`config.mk`:
```
export PLATFORM = sky130hd
export DESIGN_NAME = wfg_interconnect_xbar_flat
export DESIGN_NICKNAME = d
export VERILOG_FILES = /design/src/rtl/wfg_interconnect_xbar_if.sv /design/src/rtl/wfg_interconnect_xbar.sv /design/src/flat_wrapper.sv
export SDC_FILE = /design/constraint.sdc
export NUM_CORES = 1
export LEC_CHECK = 0
export CORE_MARGIN = 2
export CORE_UTILIZATION = 43
export CTS_BUF_LIST = sky130_fd_sc_hd__clkbuf_4
export CTS_CLUSTER_SIZE = 25
export DETAILED_ROUTE_END_ITERATION = 8
export PLACE_DENSITY = 0.82
export SYNTH_ARGS = -nofsm -noshare
export SYNTH_HDL_FRONTEND = slang
export SYNTH_SLANG_ARGS = --single-unit
```
`constraint.sdc`:
```
create_clock -name wb_clk_i -period 6.4 [get_ports wb_clk_i]
set_clock_uncertainty 0.1 [all_clocks]
set_input_delay 1.28 -clock wb_clk_i [delete_from_list [all_inputs] [get_ports wb_clk_i]]
set_output_delay 1.28 -clock wb_clk_i [all_outputs]
set_load 0.02 [all_outputs]
```
`src/rtl/wfg_interconnect_xbar_if.sv`:
```
// Bus bundle for the wfg stimulus-to-driver crossbar: Wishbone slave port,
// NUM_STIM AXI-stream sinks and NUM_DRV AXI-stream sources.
//
// Handshake: a stream beat moves on a rising clock edge where tvalid and
// tready are both high; tvalid/tdata are held stable while tready is low, and
// no driver-side tvalid ever waits on its own tready. A Wishbone access is
// stb&cyc held until a one-cycle ack.
interface wfg_interconnect_xbar_if #(
    parameter int BUSW            = 32,
    parameter int AXIS_DATA_WIDTH = 32,
    parameter int NUM_STIM        = 4,
    parameter int NUM_DRV         = 4
);
    logic                                wbs_stb_i;
    logic                                wbs_cyc_i;
    logic                                wbs_we_i;
    logic [3:0]                          wbs_sel_i;
    logic [BUSW-1:0]                     wbs_adr_i;
    logic [BUSW-1:0]                     wbs_dat_i;
    logic                                wbs_ack_o;
    logic [BUSW-1:0]                     wbs_dat_o;
    logic [NUM_STIM-1:0]                 stim_tvalid_i;
    logic [NUM_STIM*AXIS_DATA_WIDTH-1:0] stim_tdata_i;
    logic [NUM_STIM-1:0]                 stim_tready_o;
    logic [NUM_DRV-1:0]                  drv_tvalid_o;
    logic [NUM_DRV*AXIS_DATA_WIDTH-1:0]  drv_tdata_o;
    logic [NUM_DRV-1:0]                  drv_tready_i;

    // Crossbar side.
    modport slave (
        input  wbs_stb_i, wbs_cyc_i, wbs_we_i, wbs_sel_i, wbs_adr_i, wbs_dat_i,
        output wbs_ack_o, wbs_dat_o,
        input  stim_tvalid_i, stim_tdata_i,
        output stim_tready_o,
        output drv_tvalid_o, drv_tdata_o,
        input  drv_tready_i
    );

    // Bus master / stream environment side.
    modport master (
        output wbs_stb_i, wbs_cyc_i, wbs_we_i, wbs_sel_i, wbs_adr_i, wbs_dat_i,
        input  wbs_ack_o, wbs_dat_o,
        output stim_tvalid_i, stim_tdata_i,
        input  stim_tready_o,
        input  drv_tvalid_o, drv_tdata_o,
        output drv_tready_i
    );
endinterface

```
`src/rtl/wfg_interconnect_xbar.sv`:
```
// Wishbone-configured crossbar routing NUM_STIM stimulus streams to NUM_DRV
// driver streams. Each driver has a one-entry output register; a source may
// fan out to several drivers and only advances when all of them can take it.
module wfg_interconnect_xbar #(
    parameter int BUSW            = 32,
    parameter int AXIS_DATA_WIDTH = 32,
    parameter int NUM_STIM        = 4,
    parameter int NUM_DRV         = 4
) (
    input  logic                     wb_clk_i,
    input  logic                     wb_rst_i,
    wfg_interconnect_xbar_if.slave   bus
);
    localparam int W = AXIS_DATA_WIDTH;

    // Configuration state.
    logic                 en;
    logic [7:0]           sel [NUM_DRV];

    // Wishbone slave state.
    logic                 ack;
    logic [BUSW-1:0]      dat_out;
    logic                 wb_hit;
    logic [5:0]           wb_idx;
    logic [BUSW-1:0]      rd_data;

    // Driver output registers.
    logic [NUM_DRV-1:0]   drv_vld;
    logic [NUM_DRV*W-1:0] drv_data;

    // Routing terms.
    logic [NUM_DRV-1:0]   mapped;
    logic [NUM_DRV-1:0]   slot_free;
    logic [NUM_DRV-1:0]   load;
    logic [NUM_DRV*W-1:0] load_data;
    logic [NUM_STIM-1:0]  src_used;
    logic [NUM_STIM-1:0]  src_free;
    logic [NUM_STIM-1:0]  tready;

    // Byte lanes, word offset and high address/data bits carry no meaning here.
    logic unused_bits;
    assign unused_bits = ^{bus.wbs_sel_i, bus.wbs_adr_i[BUSW-1:8], bus.wbs_adr_i[1:0],
                           bus.wbs_dat_i[BUSW-1:8]};

    // A new access is accepted only while ack is low, giving ack every other cycle.
    assign wb_hit = bus.wbs_stb_i & bus.wbs_cyc_i & ~ack;
    assign wb_idx = bus.wbs_adr_i[7:2];

    // Read mux over the register map; unmapped words read as zero.
    always_comb begin
        rd_data = '0;
        if (wb_idx == 6'd0) begin
            rd_data[0] = en;
        end else if (wb_idx == 6'd1) begin
            rd_data[NUM_DRV-1:0] = drv_vld;
        end
        for (int d = 0; d < NUM_DRV; d++) begin
            if (wb_idx == 6'(2 + d)) begin
                rd_data[7:0] = sel[d];
            end
        end
    end

    // Ack one cycle after the access is seen; read data only during ack.
    always_ff @(posedge wb_clk_i or posedge wb_rst_i) begin
        if (wb_rst_i) begin
            ack     <= 1'b0;
            dat_out <= '0;
        end else begin
            ack     <= wb_hit;
            dat_out <= (wb_hit && !bus.wbs_we_i) ? rd_data : '0;
        end
    end

    // Register writes take effect on the same edge that raises ack, so the
    // new configuration is already in force during the ack cycle.
    always_ff @(posedge wb_clk_i or posedge wb_rst_i) begin
        if (wb_rst_i) begin
            en <= 1'b0;
            for (int d = 0; d < NUM_DRV; d++) begin
                sel[d] <= 8'(d);
            end
        end else if (wb_hit && bus.wbs_we_i) begin
            if (wb_idx == 6'd0) begin
                en <= bus.wbs_dat_i[0];
            end
            for (int d = 0; d < NUM_DRV; d++) begin
                if (wb_idx == 6'(2 + d)) begin
                    sel[d] <= bus.wbs_dat_i[7:0];
                end
            end
        end
    end

    // Per-driver mapping and slot availability.
    always_comb begin
        for (int d = 0; d < NUM_DRV; d++) begin
            mapped[d]    = ({24'd0, sel[d]} < 32'(NUM_STIM));
            slot_free[d] = ~drv_vld[d] | bus.drv_tready_i[d];
        end
    end

    // A source is ready only when selected and every driver selecting it is free.
    always_comb begin
        for (int s = 0; s < NUM_STIM; s++) begin
            src_used[s] = 1'b0;
            src_free[s] = 1'b1;
            for (int d = 0; d < NUM_DRV; d++) begin
                if (mapped[d] && sel[d] == 8'(s)) begin
                    src_used[s] = 1'b1;
                    src_free[s] = src_free[s] & slot_free[d];
                end
            end
            tready[s] = en & src_used[s] & src_free[s];
        end
    end

    // Each mapped driver picks up its source's beat whenever that source transfers.
    always_comb begin
        load      = '0;
        load_data = '0;
        for (int d = 0; d < NUM_DRV; d++) begin
            for (int s = 0; s < NUM_STIM; s++) begin
                if (sel[d] == 8'(s)) begin
                    load[d]            = bus.stim_tvalid_i[s] & tready[s];
                    load_data[d*W +: W] = bus.stim_tdata_i[s*W +: W];
                end
            end
        end
    end

    // Driver registers: a load wins over a consume; a consume alone clears valid
    // and leaves the data in place.
    always_ff @(posedge wb_clk_i or posedge wb_rst_i) begin
        if (wb_rst_i) begin
            drv_vld  <= '0;
            drv_data <= '0;
        end else begin
            for (int d = 0; d < NUM_DRV; d++) begin
                if (load[d]) begin
                    drv_vld[d]         <= 1'b1;
                    drv_data[d*W +: W] <= load_data[d*W +: W];
                end else if (bus.drv_tready_i[d]) begin
                    drv_vld[d] <= 1'b0;
                end
            end
        end
    end

    assign bus.wbs_ack_o     = ack;
    assign bus.wbs_dat_o     = dat_out;
    assign bus.stim_tready_o = tready;
    assign bus.drv_tvalid_o  = drv_vld;
    assign bus.drv_tdata_o   = drv_data;
endmodule
```
`src/flat_wrapper.sv`:
```
// flat-port wrapper written by rule: the top's interface ports become plain ports
module wfg_interconnect_xbar_flat 
#(
    parameter int BUSW            = 32,
    parameter int AXIS_DATA_WIDTH = 32,
    parameter int NUM_STIM        = 4,
    parameter int NUM_DRV         = 4
)
  (wb_clk_i, wb_rst_i, bus_wbs_stb_i, bus_wbs_cyc_i, bus_wbs_we_i, bus_wbs_sel_i, bus_wbs_adr_i, bus_wbs_dat_i, bus_wbs_ack_o, bus_wbs_dat_o, bus_stim_tvalid_i, bus_stim_tdata_i, bus_stim_tready_o, bus_drv_tvalid_o, bus_drv_tdata_o, bus_drv_tready_i);
  wfg_interconnect_xbar_if #(.BUSW(BUSW), .AXIS_DATA_WIDTH(AXIS_DATA_WIDTH), .NUM_STIM(NUM_STIM), .NUM_DRV(NUM_DRV)) bus_i ();
  input  logic wb_clk_i;
  input  logic wb_rst_i;
  input wire logic [$bits(bus_i.wbs_stb_i)-1:0] bus_wbs_stb_i;
  input wire logic [$bits(bus_i.wbs_cyc_i)-1:0] bus_wbs_cyc_i;
  input wire logic [$bits(bus_i.wbs_we_i)-1:0] bus_wbs_we_i;
  input wire logic [$bits(bus_i.wbs_sel_i)-1:0] bus_wbs_sel_i;
  input wire logic [$bits(bus_i.wbs_adr_i)-1:0] bus_wbs_adr_i;
  input wire logic [$bits(bus_i.wbs_dat_i)-1:0] bus_wbs_dat_i;
  output wire logic [$bits(bus_i.wbs_ack_o)-1:0] bus_wbs_ack_o;
  output wire logic [$bits(bus_i.wbs_dat_o)-1:0] bus_wbs_dat_o;
  input wire logic [$bits(bus_i.stim_tvalid_i)-1:0] bus_stim_tvalid_i;
  input wire logic [$bits(bus_i.stim_tdata_i)-1:0] bus_stim_tdata_i;
  output wire logic [$bits(bus_i.stim_tready_o)-1:0] bus_stim_tready_o;
  output wire logic [$bits(bus_i.drv_tvalid_o)-1:0] bus_drv_tvalid_o;
  output wire logic [$bits(bus_i.drv_tdata_o)-1:0] bus_drv_tdata_o;
  input wire logic [$bits(bus_i.drv_tready_i)-1:0] bus_drv_tready_i;
  assign bus_i.wbs_stb_i = bus_wbs_stb_i;
  assign bus_i.wbs_cyc_i = bus_wbs_cyc_i;
  assign bus_i.wbs_we_i = bus_wbs_we_i;
  assign bus_i.wbs_sel_i = bus_wbs_sel_i;
  assign bus_i.wbs_adr_i = bus_wbs_adr_i;
  assign bus_i.wbs_dat_i = bus_wbs_dat_i;
  assign bus_wbs_ack_o = bus_i.wbs_ack_o;
  assign bus_wbs_dat_o = bus_i.wbs_dat_o;
  assign bus_i.stim_tvalid_i = bus_stim_tvalid_i;
  assign bus_i.stim_tdata_i = bus_stim_tdata_i;
  assign bus_stim_tready_o = bus_i.stim_tready_o;
  assign bus_drv_tvalid_o = bus_i.drv_tvalid_o;
  assign bus_drv_tdata_o = bus_i.drv_tdata_o;
  assign bus_i.drv_tready_i = bus_drv_tready_i;
  wfg_interconnect_xbar #(.BUSW(BUSW), .AXIS_DATA_WIDTH(AXIS_DATA_WIDTH), .NUM_STIM(NUM_STIM), .NUM_DRV(NUM_DRV)) u_core (.wb_clk_i(wb_clk_i), .wb_rst_i(wb_rst_i), .bus(bus_i));
endmodule
```
==> flow_summary.json <==
{
  "status": "complete, no violations",
  "first_pass_iters": 5,
  "clk_pin_slew_ns": 0.18,
  "fmaxAchievable_ghz": 0.195,
  "finalSetupTns_ns": 0,
  "core_mm2": 0.0253,
  "finalCritPeriodShare_pct": 80.2,
  "startpoint_type": "flip-flop",
  "pin_count": 378,
  "peakVddDrop_uv": 204,
  "min_path_cells": 2,
  "required_ns": 5.02,
  "async_flop_share_pct": 100,
  "dieArea_mm2": 0.0272,
  "clkLatencyLatePin_ns": 0.58,
  "area_growth_pct": 31.2,
  "grtUsageTotal_pct": 28.0,
  "maxCapViolCount": 0,
  "post_cts_buffers": 0,
  "path_cells": "nor4_2 > and2_2 > buf_4 > nand2_1 > o32ai_1 > a211oi_1 > nor3_1 > clkdlybuf4s50_1",
  "synth_seq_cells": 174,
  "antenna_found_initial": 2,
  "ys_warn_count": 0,
  "ys.flop_type": "dfrtp_1",
  "tightest_slew_ns": 1.27,
  "cts_made_buffers": 17,
  "start_util_pct": 44.0,
  "hold_violations": 0,
  "hold_class": "reg2reg",
  "whs_endpoint": "u_core.bus.drv_tdata_o[84]$_DFFE_PP0P_",
  "grt_pass1_vias": 9681,
  "drt_wl_total_mm": 37.8,
  "cts-resized-gates": 0,
  "vias_per_cell": 6.10,
  "fin_nets": 1397,
  "wl_per_cell_um": 24.6,
  "grt_pass1_wl_mm": 56.3,
  "clk_path_buf_depth": 2,
  "cts.sinks": 174,
  "drcViolationCount": 0,
  "ys_seq_area_share_pct": 39.2,
  "synth_area_mm2": 0.0111,
  "final_cell_mix": "clkdlybuf4s50_1, dfrtp_1, mux4_2",
  "cp-end-kind": "output pin",
  "cp_slowest_cell": "clkdlybuf4s50_1",
  "ant_nets": 0,
  "reg2reg_slack_ns": 2.37,
  "synth_top_area_cell": "dfrtp_1",
  "p_per_area_mw_per_mm2": 344,
  "r2r_start": "u_core.sel[17]$_DFFE_PP0P_",
  "place.gp.congestion": 0.881,
  "grt_max_degree": 95,
  "max_stage_delay_ns": 0.66,
  "power_frac_comb_pct": 50.4,
  "seq_power_share_pct": 35.5,
  "reg2reg_depth": 8,
  "cts_tree": "built",
  "crit_family": "simple AND/OR/NAND/NOR gates",
  "drive_above_1_share_pct": 22.9,
  "min_period_ns": 5.13,
  "root_buffer": "clkbuf_4",
  "synthTopCellsByArea": "dfrtp_1, mux4_2, mux2_2",
  "crit_buf_inv": 2,
  "hold_path.startpoint": "u_core.bus.drv_tdata_o[84]$_DFFE_PP0P_",
  "hpwl_mm": 25.0,
  "synth_cell_types": 54,
  "synth_edf_count": 0,
  "relSlewSlack_pct": 14.4,
  "portBuffers": 299,
  "die_w_um": 165,
  "grt_overflow": 0,
  "rsz0062_at_grt": "false",
  "layout_commonest_cell": "clkdlybuf4s50_1",
  "r2r_end": "u_core.bus.drv_tdata_o[17]$_DFFE_PP0P_",
  "cts_hold_buf": 0,
  "arrival_ns": 3.75,
  "synth_top_area_share_pct": 38.2,
  "path_class": "reg2out",
  "slew_violations": 0,
  "intPower_mw": 2.97,
  "cp_max_fo": 24,
  "row_count": 58,
  "vias": 9362,
  "switching_share_pct": 40.7,
  "drt_iter0_drc": 865,
  "setup_viol": 0,
  "fillers": 2099,
  "fin_total_pwr_mw": 5.02,
  "clkPwrFrac_pct": 14.1,
  "p_sw_mw": 2.04,
  "leakage_nw": 6.02,
  "htree_num_levels": 4,
  "syn_avg_cell_area_um2": 12.0,
  "syn_inst": 926,
  "die-height_um": 165
}
## final cells by class
type	count	area, µm²	area share, %
diodes	3	7.51	0.0514
clock buffers	17	128	0.874
clock inverters	15	189	1.29
inverters	41	159	1.09
multi-input cells	636	6210	42.5
flip-flops and latches	174	4360	29.9
well taps	330	413	2.83
repair buffers	318	3140	21.5
## stage by stage
stage	instance area, µm²	hold WS, ns	instances	util [%]	worst slack [ns]
6_report	14600	0.397	1534	57.7	1.27
5_1_grt	14600	0.425	1534	57.7	0.947
4_1_cts	14600	0.398	1531	57.6	1.19
3_5_place_dp	14300	0.363	1499	56.4	1.72
3_3_place_gp	14300	0.360	1499	56.4	1.75
2_1_floorplan	11200	0.403	949	-	0.310
## how the worst max path moves through the flow
| stage | start | endpoint | cells after the start |
|---|---|---|---|
| after floorplan | wb_rst_i | u_core.bus.drv_tdata_o[0]$_DFFE_PP0P_ | 1 |
| after global placement | bus_drv_tready_i[1] | bus_stim_tready_o[1] | 6 |
| after detailed placement | bus_drv_tready_i[1] | bus_stim_tready_o[1] | 6 |
| after CTS | u_core.sel[31]$_DFFE_PP0P_ | bus_stim_tready_o[1] | 8 |
| after global routing | u_core.sel[31]$_DFFE_PP0P_ | bus_stim_tready_o[1] | 8 |
| final | u_core.sel[31]$_DFFE_PP0P_ | bus_stim_tready_o[1] | 8 |
## sequential cells by signal (all words and copies together) (netlist names)
signal	cells
u_core.bus.drv_tvalid_o	4
u_core.en	1
u_core.bus.wbs_ack_o	1
u_core.sel	32
u_core.bus.drv_tdata_o	128
u_core.bus.wbs_dat_o	8
## tightest hold or removal path: cells and delay by family (launching register included)
family	cells	cell delay, ns
AO/OA/AOI/OAI	1	0.06
AND/OR/NAND/NOR	1	0.04
flip-flops	1	0.37
## cell families (layout without fill, tap and decap cells)
kind of cell,count (synthesis),count (layout),synth area share [%]
compound gates,107,107,6.96
simple gates,260,260,12.1
flops,174,174,39.2
mux,245,245,35.4
buf+inv,139,391,6.36
other cells,1,27,0.0337
## metal layers
| metal | share of wire (%) | global-route usage, % | vias up |
|---|---|---|---|
| met4 | 2.6 | 9.41 | 0 |
| met3 | 7.9 | 5.15 | 86 |
| met2 | 50 | 47.0 | 559 |
| li1 | - | - | 4005 |
| met1 | 40 | 36.7 | 4712 |
| met5 | 0 | 0 | - |
## synthesized netlist by cell type (3+ instances only)
cell type / instances
dfrtp_1: 170
mux4_2: 109
nand2_1: 99
mux2_2: 88
and3_1: 65
o21ai_0: 42
inv_1: 41
mux2i_1: 40
clkbuf_1: 38
nor2_1: 32
buf_4: 28
a221oi_1: 24
a22o_1: 19
buf_2: 14
buf_1: 11
nand3_1: 11
nor3_1: 9
mux2_1: 7
nand4_1: 7
nor4_1: 6
nand2b_1: 5
buf_6: 4
dfstp_2: 4
nor3b_1: 4
o32ai_1: 4
a21oi_1: 3
a22oi_1: 3
buf_8: 3
or4_1: 3
## power by group through the flow
stage	combinational, mW	sequential (mW)	clock (mW)
2_1_floorplan	0.862	2.22	0
3_5_place_dp	2.54	1.80	0
3_3_place_gp	2.49	1.78	0
5_1_grt	2.68	1.83	0.767
4_1_cts	2.55	1.78	0.723
6_report	2.53	1.78	0.708
Power figures use the tool's default switching activity.
